[src/rtl/reg_writeback_queue.sv]
// Write-back queue feeding the 32x32 register bank: buffers results, drains one per cycle
// through a registered write port, and forwards queued-but-uncommitted values to decode.
module reg_writeback_queue #(
    parameter int DEPTH   = 4,
    parameter int PTR_W   = 2,
    parameter bit DROP_R0 = 1'b0
) (
    input  logic              clk,
    input  logic              rst,
    input  logic              result_valid,
    input  logic [4:0]        result_addr,
    input  logic [31:0]       result_data,
    output logic              result_ready,
    input  logic              wb_hold,
    output logic              regWriteEnable,
    output logic [4:0]        regAddr_write,
    output logic [31:0]       regWriteData,
    input  logic [4:0]        lookup_addr_1,
    input  logic [4:0]        lookup_addr_2,
    output logic              fwd_hit_1,
    output logic [31:0]       fwd_data_1,
    output logic              fwd_hit_2,
    output logic [31:0]       fwd_data_2,
    output logic              queue_empty,
    output logic [PTR_W:0]    count
);

    logic [4:0]       mem_addr_q [DEPTH];
    logic [31:0]      mem_data_q [DEPTH];
    logic [DEPTH-1:0] valid_q, valid_d;
    logic [PTR_W-1:0] head_q, head_d, tail_q, tail_d;
    logic [PTR_W:0]   count_q, count_d;
    logic             we_q, we_d;
    logic [4:0]       waddr_q, waddr_d;
    logic [31:0]      wdata_q, wdata_d;
    logic             push, pop, drop;

    always_comb begin
        result_ready = (count_q < (PTR_W+1)'(DEPTH));
        drop         = DROP_R0 && (result_addr == 5'd0);
        push         = result_valid && result_ready && !drop;
        pop          = (count_q != '0) && !wb_hold;

        // NOTE: every variable gets a default before any branch so no latch is inferred.
        valid_d = valid_q;
        head_d  = head_q;
        tail_d  = tail_q;
        we_d    = pop;
        waddr_d = waddr_q;
        wdata_d = wdata_q;

        if (pop) begin
            waddr_d         = mem_addr_q[head_q];
            wdata_d         = mem_data_q[head_q];
            valid_d[head_q] = 1'b0;
            head_d          = head_q + PTR_W'(1);
        end
        if (push) begin
            valid_d[tail_q] = 1'b1;
            tail_d          = tail_q + PTR_W'(1);
        end
        count_d = count_q + (PTR_W+1)'(push) - (PTR_W+1)'(pop);
    end

    // NOTE: state flops use non-blocking assignments so all of them update from pre-edge values.
    always_ff @(posedge clk or posedge rst) begin
        if (rst) begin
            valid_q <= '0;
            head_q  <= '0;
            tail_q  <= '0;
            count_q <= '0;
            we_q    <= 1'b0;
            waddr_q <= '0;
            wdata_q <= '0;
        end else begin
            valid_q <= valid_d;
            head_q  <= head_d;
            tail_q  <= tail_d;
            count_q <= count_d;
            we_q    <= we_d;
            waddr_q <= waddr_d;
            wdata_q <= wdata_d;
        end
    end

    // NOTE: entry storage is not reset; the valid bits alone decide whether an entry is meaningful.
    always_ff @(posedge clk) begin
        if (push) begin
            mem_addr_q[tail_q] <= result_addr;
            mem_data_q[tail_q] <= result_data;
        end
    end

    // Scan oldest to youngest so the youngest matching candidate wins.
    always_comb begin : fwd_comb
        logic [PTR_W-1:0] idx;
        idx        = '0;
        fwd_hit_1  = 1'b0;
        fwd_data_1 = '0;
        fwd_hit_2  = 1'b0;
        fwd_data_2 = '0;
        if (we_q && waddr_q == lookup_addr_1) begin
            fwd_hit_1  = 1'b1;
            fwd_data_1 = wdata_q;
        end
        if (we_q && waddr_q == lookup_addr_2) begin
            fwd_hit_2  = 1'b1;
            fwd_data_2 = wdata_q;
        end
        for (int i = 0; i < DEPTH; i++) begin
            idx = head_q + PTR_W'(i);
            if (valid_q[idx] && mem_addr_q[idx] == lookup_addr_1) begin
                fwd_hit_1  = 1'b1;
                fwd_data_1 = mem_data_q[idx];
            end
            if (valid_q[idx] && mem_addr_q[idx] == lookup_addr_2) begin
                fwd_hit_2  = 1'b1;
                fwd_data_2 = mem_data_q[idx];
            end
        end
        if (DROP_R0 && lookup_addr_1 == 5'd0) begin
            fwd_hit_1  = 1'b0;
            fwd_data_1 = '0;
        end
        if (DROP_R0 && lookup_addr_2 == 5'd0) begin
            fwd_hit_2  = 1'b0;
            fwd_data_2 = '0;
        end
    end

    assign regWriteEnable = we_q;
    assign regAddr_write  = waddr_q;
    assign regWriteData   = wdata_q;
    assign queue_empty    = (count_q == '0) && !we_q;
    assign count          = count_q;

endmodule

[config.mk]
export PLATFORM = sky130hd
export DESIGN_NAME = reg_writeback_queue
export DESIGN_NICKNAME = d
export VERILOG_FILES = /design/src/rtl/reg_writeback_queue.sv
export SDC_FILE = /design/constraint.sdc
export NUM_CORES = 1
export LEC_CHECK = 0
export CAP_MARGIN = 0
export CORE_AREA = 4 4 150 189
export DETAILED_ROUTE_END_ITERATION = 10
export DIE_AREA = 0 0 154 193
export MAX_ROUTING_LAYER = met4
export PLACE_DENSITY_LB_ADDON = 0.08
export REMOVE_ABC_BUFFERS = 1
export SYNTH_ARGS = -nofsm -noshare
export SYNTH_HDL_FRONTEND = slang
export SYNTH_SLANG_ARGS = --single-unit
[constraint.sdc]
create_clock -name clk -period 4.93 [get_ports clk]
set_input_delay 1.479 -clock clk [delete_from_list [all_inputs] [get_ports clk]]
set_output_delay 1.479 -clock clk [all_outputs]
set_load 0.005 [all_outputs]
Word-level counts from Yosys, hierarchy flattened
Memories as Yosys holds them, arrays and structs flattened.
Cells that the tools add are included.
{"block": "classes", "addsub": 6, "multipliers": 0, "div_mod_pow": 0, "magnitude_cmp": 8, "eq_ne": 10, "shift": 0, "muxes": 36, "bitwise_logic": 3, "n_reduce_logical": 19}
{"cell": "32-bit 2-to-1 mux", "count": 10}
{"cell": "5-bit == test", "count": 10}
{"cell": "1-bit 2-to-1 mux", "count": 18}
{"cell": "1-bit logical AND", "count": 15}
{"cell": "2-bit by 3-bit < comparator with 1-bit output (second input constant)", "count": 5}
{"cell": "1-bit binary-select mux with 2-bit select", "count": 4}
{"cell": "4-bit 2-to-1 mux", "count": 2}
{"cell": "2-bit by 1-bit adder with 2-bit output (second input constant)", "count": 2}
{"cell": "2-bit adder (second input constant)", "count": 2}
{"cell": "4-bit AND", "count": 1}
{"cell": "1-bit demux with 2-bit select", "count": 2}
{"cell": "2-bit by 1-bit >= comparator with 1-bit output (second input constant)", "count": 2}
{"cell": "4-bit NOT", "count": 1}
{"cell": "4-bit bitwise OR", "count": 1}
{"cell": "3-bit by 1-bit adder with 3-bit output", "count": 1}
{"cell": "3-bit logical NOT", "count": 1}
{"cell": "3-bit < comparator (second input constant)", "count": 1}
{"cell": "3-bit nonzero test", "count": 1}
{"cell": "3-bit by 1-bit subtractor with 3-bit output", "count": 1}
{"cell": "1-bit logical NOT", "count": 2}
{"block": "word_totals", "register_bits": 49, "latchBits": 0, "ramBits": 148, "rom_bits": 0, "input_bits": 51, "out_inout_bits": 109, "wordCells": 91, "mem_count": 2}
{"name": "mem_data_q", "depth": 4, "width": 32, "rd": 4, "rd_clocked_by_memory_dff": 0, "wr": 1, "line": "29", "text": "logic [31:0] mem_data_q [DEPTH];"}
{"name": "mem_addr_q", "depth": 4, "width": 5, "rd": 4, "rd_clocked_by_memory_dff": 0, "wr": 1, "line": "28", "text": "logic [4:0] mem_addr_q [DEPTH];"}

Depth between registers and ports, before layout
{"block": "logic_depth", "depth_word": 9, "ltp_mapped": 18}

Least setup slack after synthesis
No wires, ideal clock.
{"block": "synth_path", "path_type": "register -> output", "startpoint": "register head_q[0]", "endpoint": "output fwd_data_1[10]", "arrival_ns": 3.708, "slack_ns": -0.257, "path_stages_with_launch": 19, "path_cell_list": "dfrtp_1 buf_6 buf_12 buf_6 buf_6 inv_2 clkbuf_1 clkbuf_1 ha_1 buf_4 buf_4 mux2i_1 a221oi_1 o21ai_1 or4_4 buf_6 buf_12 mux2i_1 o31ai_1"}
{"block": "synth_via", "elab_cells_between_ends": 25, "cone_classes": "add/sub: 3; eq/ne: 4; mux: 12; reduce/logical: 4; memory: 2"}
{"item": "start, declared", "line": "31", "text": "logic [PTR_W-1:0] head_q, head_d, tail_q, tail_d;"}
{"item": "start signal, assigned", "line": "69", "text": "head_q <= '0;"}
{"item": "start signal, assigned", "line": "77", "text": "head_q <= head_d;"}
{"item": "2-bit adder *", "line": "111", "text": "idx = head_q + PTR_W'(i);"}
{"item": "via fwd_comb.idx[0]", "line": "96", "text": "logic [PTR_W-1:0] idx;"}
{"item": "memory read 4 x 5 bit or 1-bit binary-select mux with 2-bit select (tied branches)"}
{"item": "5-bit == test or 1-bit 2-to-1 mux (tied branches)", "line": "112", "text": "if (valid_q[idx] && mem_addr_q[idx] == lookup_addr_1) begin"}
{"item": "1-bit logical AND", "line": "112"}
{"item": "32-bit 2-to-1 mux *", "line": "112"}
{"item": "end, declared", "line": "21", "text": "output logic [31:0] fwd_data_1,"}
The timed path passes the listed nets; every way through them passes the cells marked *. The select of a mux whose other input is x is not followed.

Final worst setup path
{"block": "layout_path", "startpoint": "register head_q[0]", "endpoint": "output fwd_data_2[4]"}
{"block": "layout_via", "elab_chain_cells": 7, "elab_cells_between_ends": 25, "cone_classes": "add/sub: 3; eq/ne: 4; mux: 12; reduce/logical: 4; memory: 2"}
{"item": "2-bit by 1-bit adder with 2-bit output, or another cell as far along", "line": "111"}
{"item": "memory read 4 x 5 bit, or another cell as far along"}
{"item": "5-bit == test, or another cell as far along", "line": "116", "text": "if (valid_q[idx] && mem_addr_q[idx] == lookup_addr_2) begin"}
{"item": "1-bit logical AND or 32-bit 2-to-1 mux (tied branches)", "line": "116"}
{"item": "32-bit 2-to-1 mux (2 in series)", "line": "116"}
{"item": "32-bit 2-to-1 mux *", "line": "116"}
{"item": "end, declared", "line": "23", "text": "output logic [31:0] fwd_data_2,"}
Mark *: on every way between the ends. The rest lies on a longest branch, timed or not. The select of a mux whose other input is x is not followed.

==> flow_summary.json <==
{
  "setup.worst_path.end_class": "output pin",
  "drive_gt1_frac": 0.4862,
  "cp_max_fo": 5,
  "ys_seq_area_frac": 0.4155,
  "postSynthCellCount": 1051,
  "fp.coreArea_um2": 26570,
  "worst_path_max_delay_cell": "mux4_2",
  "drtIter0Drc": 867,
  "period_minus_slack_ns": 5.085,
  "synth.avg_cell_area_um2": 12.99,
  "cts_tree": "built",
  "final_max_slew_viol_count": 0,
  "ys.flop_type": "edfxtp_1",
  "async_flop_share": 0.2487,
  "synth_seq_cells": 197,
  "yosys.area.top_type_share": 0.3256,
  "grt.total_usage": 0.3139,
  "slowest_delay_ns": 0.56,
  "critical_path_arrival_ns": 3.61,
  "finish.instance_area_um2": 19150,
  "hold_class": "flop to flop",
  "crit_top_cell": "buf_6",
  "area_growth_pct": 40.28,
  "routabilityCongestion": 0.8717,
  "cts.sink_count": 197,
  "cp.required_ns": 3.45,
  "fillers": 1750,
  "finalNetCount": 1427,
  "clk_latency_ns": 0.45,
  "worstSetupPathType": "flop to output pin",
  "drt-total-wl_mm": 46.79,
  "r2r-start": "head_q[0]",
  "hold_violations": 0,
  "vias": 11520,
  "fin_util": 0.7205,
  "io_pins": 160,
  "power.total_mw": 11.33,
  "period_share": 1.031,
  "ant_nets": 0,
  "cts.clk_slew.worst_paths_ns": 0.07,
  "dp_hpwl_mm": 27.72,
  "worst_slack_ns": -0.1552,
  "ff_latch_area_um2": 5678,
  "root_buffer": "clkbuf_16",
  "rsz0062_at_grt": "true",
  "clk_path_buf_depth": 2,
  "port_buffers": 159,
  "dpl_cell_area_um2": 16660,
  "finalSetupViolCount": 56,
  "synth_cell_types": 41,
  "dieArea_um2": 29720,
  "ir_worst_vdd_uv": 402.8,
  "synth_edf_count": 148,
  "reg2regPathDepth": 6,
  "num_rows": 67,
  "drt_pass1_iterations": 7,
  "crit_path_start_kind": "flop",
  "grt_pass1_wl_mm": 68.81,
  "die_w_um": 154,
  "violations": "negative setup slack",
  "worst_hold_startpoint": "valid_q[0]",
  "synth_top_area_cell": "edfxtp_1",
  "max_slew_margin": 0.4516,
  "worstSetupStartpoint": "head_q[0]",
  "synth.area.top_cells": "edfxtp_1, mux4_2, dfrtp_1",
  "antenna_found_initial": 2,
  "drc_errors": 0,
  "max_cap_violations": 0,
  "clock_skew_ns": 0.01046,
  "p_leak_nw": 7.466,
  "start_util": 0.5136,
  "grt_pass1_vias": 11650,
  "worstHoldPathCells": 1,
  "ys_warn_count": 0,
  "powerDensity_nw_per_um2": 592.0,
  "wl_per_cell_um": 27.16,
  "clock.fmax_ghz": 0.1967,
  "pre_cts_slack_ns": -0.8346,
  "overflow": 0,
  "multiInputGateArea_um2": 8152,
  "vias_per_cell": 6.688,
  "outcome": "finished with violations",
  "syn_area_um2": 13650,
  "crit_chain": "inv_4, ha_4, buf_6, mux4_2, xor2_2, nor4_4, and2_4, buf_6, buf_12, buf_4, buf_12, buf_6, a221oi_2, o31ai_2, buf_2",
  "cts_buffers": 17,
  "grt_max_degree": 66,
  "cts_max_level": 4,
  "die_y_um": 193,
  "worst_pin_slew_ns": 0.8226
}
[layer usage]
layer,vias to the layer above,GRT usage,part of all wire
met1,5783,0.3726,0.37
li1,4875,-,-
met3,169,0.05626,0.084
met4,0,0.1519,0.049
met2,697,0.5220,0.50
met5,-,-,0
[layout by cell type (no fill, tap or decap), types with 33 or more instances in the layout]
| cell | instances |
|---|---|
| buf_12 | 62 |
| buf_2 | 60 |
| buf_4 | 120 |
| buf_6 | 59 |
| clkdlybuf4s50_1 | 83 |
| dfrtp_1 | 47 |
| edfxtp_1 | 148 |
| mux2_2 | 69 |
| mux2i_1 | 91 |
| mux4_2 | 118 |
| nand2_1 | 39 |
| nor2_1 | 40 |
| nor3_1 | 64 |
| o21ai_0 | 33 |
| o31ai_1 | 38 |
[synthesized netlist by cell type (2+ instances only)]
| cell | n |
|---|---|
| buf_6 | 7 |
| nor3_1 | 65 |
| and2_1 | 9 |
| mux2i_1 | 101 |
| clkbuf_1 | 59 |
| o21ai_0 | 33 |
| dfrtp_1 | 49 |
| nor2_1 | 70 |
| buf_12 | 4 |
| xnor2_1 | 26 |
| clkinv_1 | 2 |
| xor2_1 | 26 |
| nand2_1 | 41 |
| mux4_2 | 116 |
| nor4_1 | 6 |
| inv_1 | 10 |
| o31ai_1 | 64 |
| nand4_1 | 4 |
| a21oi_1 | 2 |
| buf_1 | 3 |
| mux2_2 | 69 |
| buf_2 | 29 |
| buf_4 | 9 |
| nand3_1 | 3 |
| edfxtp_1 | 148 |
| a21o_1 | 4 |
| a221oi_1 | 66 |
| mux4_1 | 4 |
| ha_1 | 10 |
[layout make-up]
cell class                 instances  share of cell area
antenna                            2           0.0002614
clock buffer                      21             0.02405
clock inverter                     9            0.005097
inverter                          13            0.002810
multi-input combinational        731              0.4258
sequential                       197              0.2966
tap                              345             0.02255
timing repair buffer             405              0.2229
[critical path, delay by kind of cell, from the launching register on]
family	cells	cell delay [ns]
muxes	1	0.56
adders and majority gates	1	0.29
AOI/OAI and AO/OA	2	0.28
buffers and inverters	8	0.88
DFF	1	0.43
xor gates and xnor gates	1	0.21
and+or+nand+nor	2	0.51
[timing repair]
item	4_1_cts	5_1_grt
pin swaps	56	48
hold buffers	0	0
cloned	10	1
setup endpoints to repair	66	66
hold endpoints to repair	0	0
gates resized for setup	399	143
buffers inserted	88	35
[per-stage QoR]
| step | hold slack (ns) | instances | setup TNS [ns] |
|---|---|---|---|
| 6_report | 0.5784 | 1723 | -3.188 |
| 5_1_grt | 0.5943 | 1723 | -10.00 |
| 4_1_cts | 0.5604 | 1696 | -4.537 |
| 3_5_place_dp | 0.5468 | 1580 | -49.25 |
| 3_3_place_gp | 0.5357 | 1580 | -49.76 |
| 2_1_floorplan | 0.4991 | 940 | -514.51 |
[worst paths after layout]
check / to / slack [ns]
worst max-delay path: fwd_data_2[4] / -0.16
worst min-delay path: valid_q[0] / 0.58
worst max register to register: regWriteData[20] / 2.31
worst min register to register: valid_q[0] / 0.58
max in group asynchronous: regWriteData[28] / 2.84
min in group asynchronous: count[0] / 1.44
[cell families (layout without fill, tap and decap cells)]
family                     after synthesis  in the layout  share of synthesized area
other                                    0              2                          0
buffers and inverters                  124            448                    0.04786
xor gates and xnor gates                52             52                    0.03337
muxes                                  290            290                     0.3301
and+or+nand+nor                        205            206                    0.06784
DFF                                    197            197                     0.4155
AOI/OAI and AO/OA                      172            172                    0.09470
adders and majority gates               11             11                    0.01063
[sequential cells by signal, indices dropped and copies added, names as in the netlist]
name and flops:
count 3, head_q 2, mem_addr_q 20, mem_data_q 128, regAddr_write 5, regWriteData 32, regWriteEnable 1, tail_q 2
valid_q 4
[report_power, final]
group,leakage (nW),switching [mW],internal (mW),total [mW]
Clock,0.272,0.634,0.727,1.36
Combinational,5.27,3.56,3.79,7.35
Sequential,1.92,0.423,2.20,2.62
Total,7.47,4.62,6.71,11.3
Note: power is estimated with default switching activity, not from simulation.
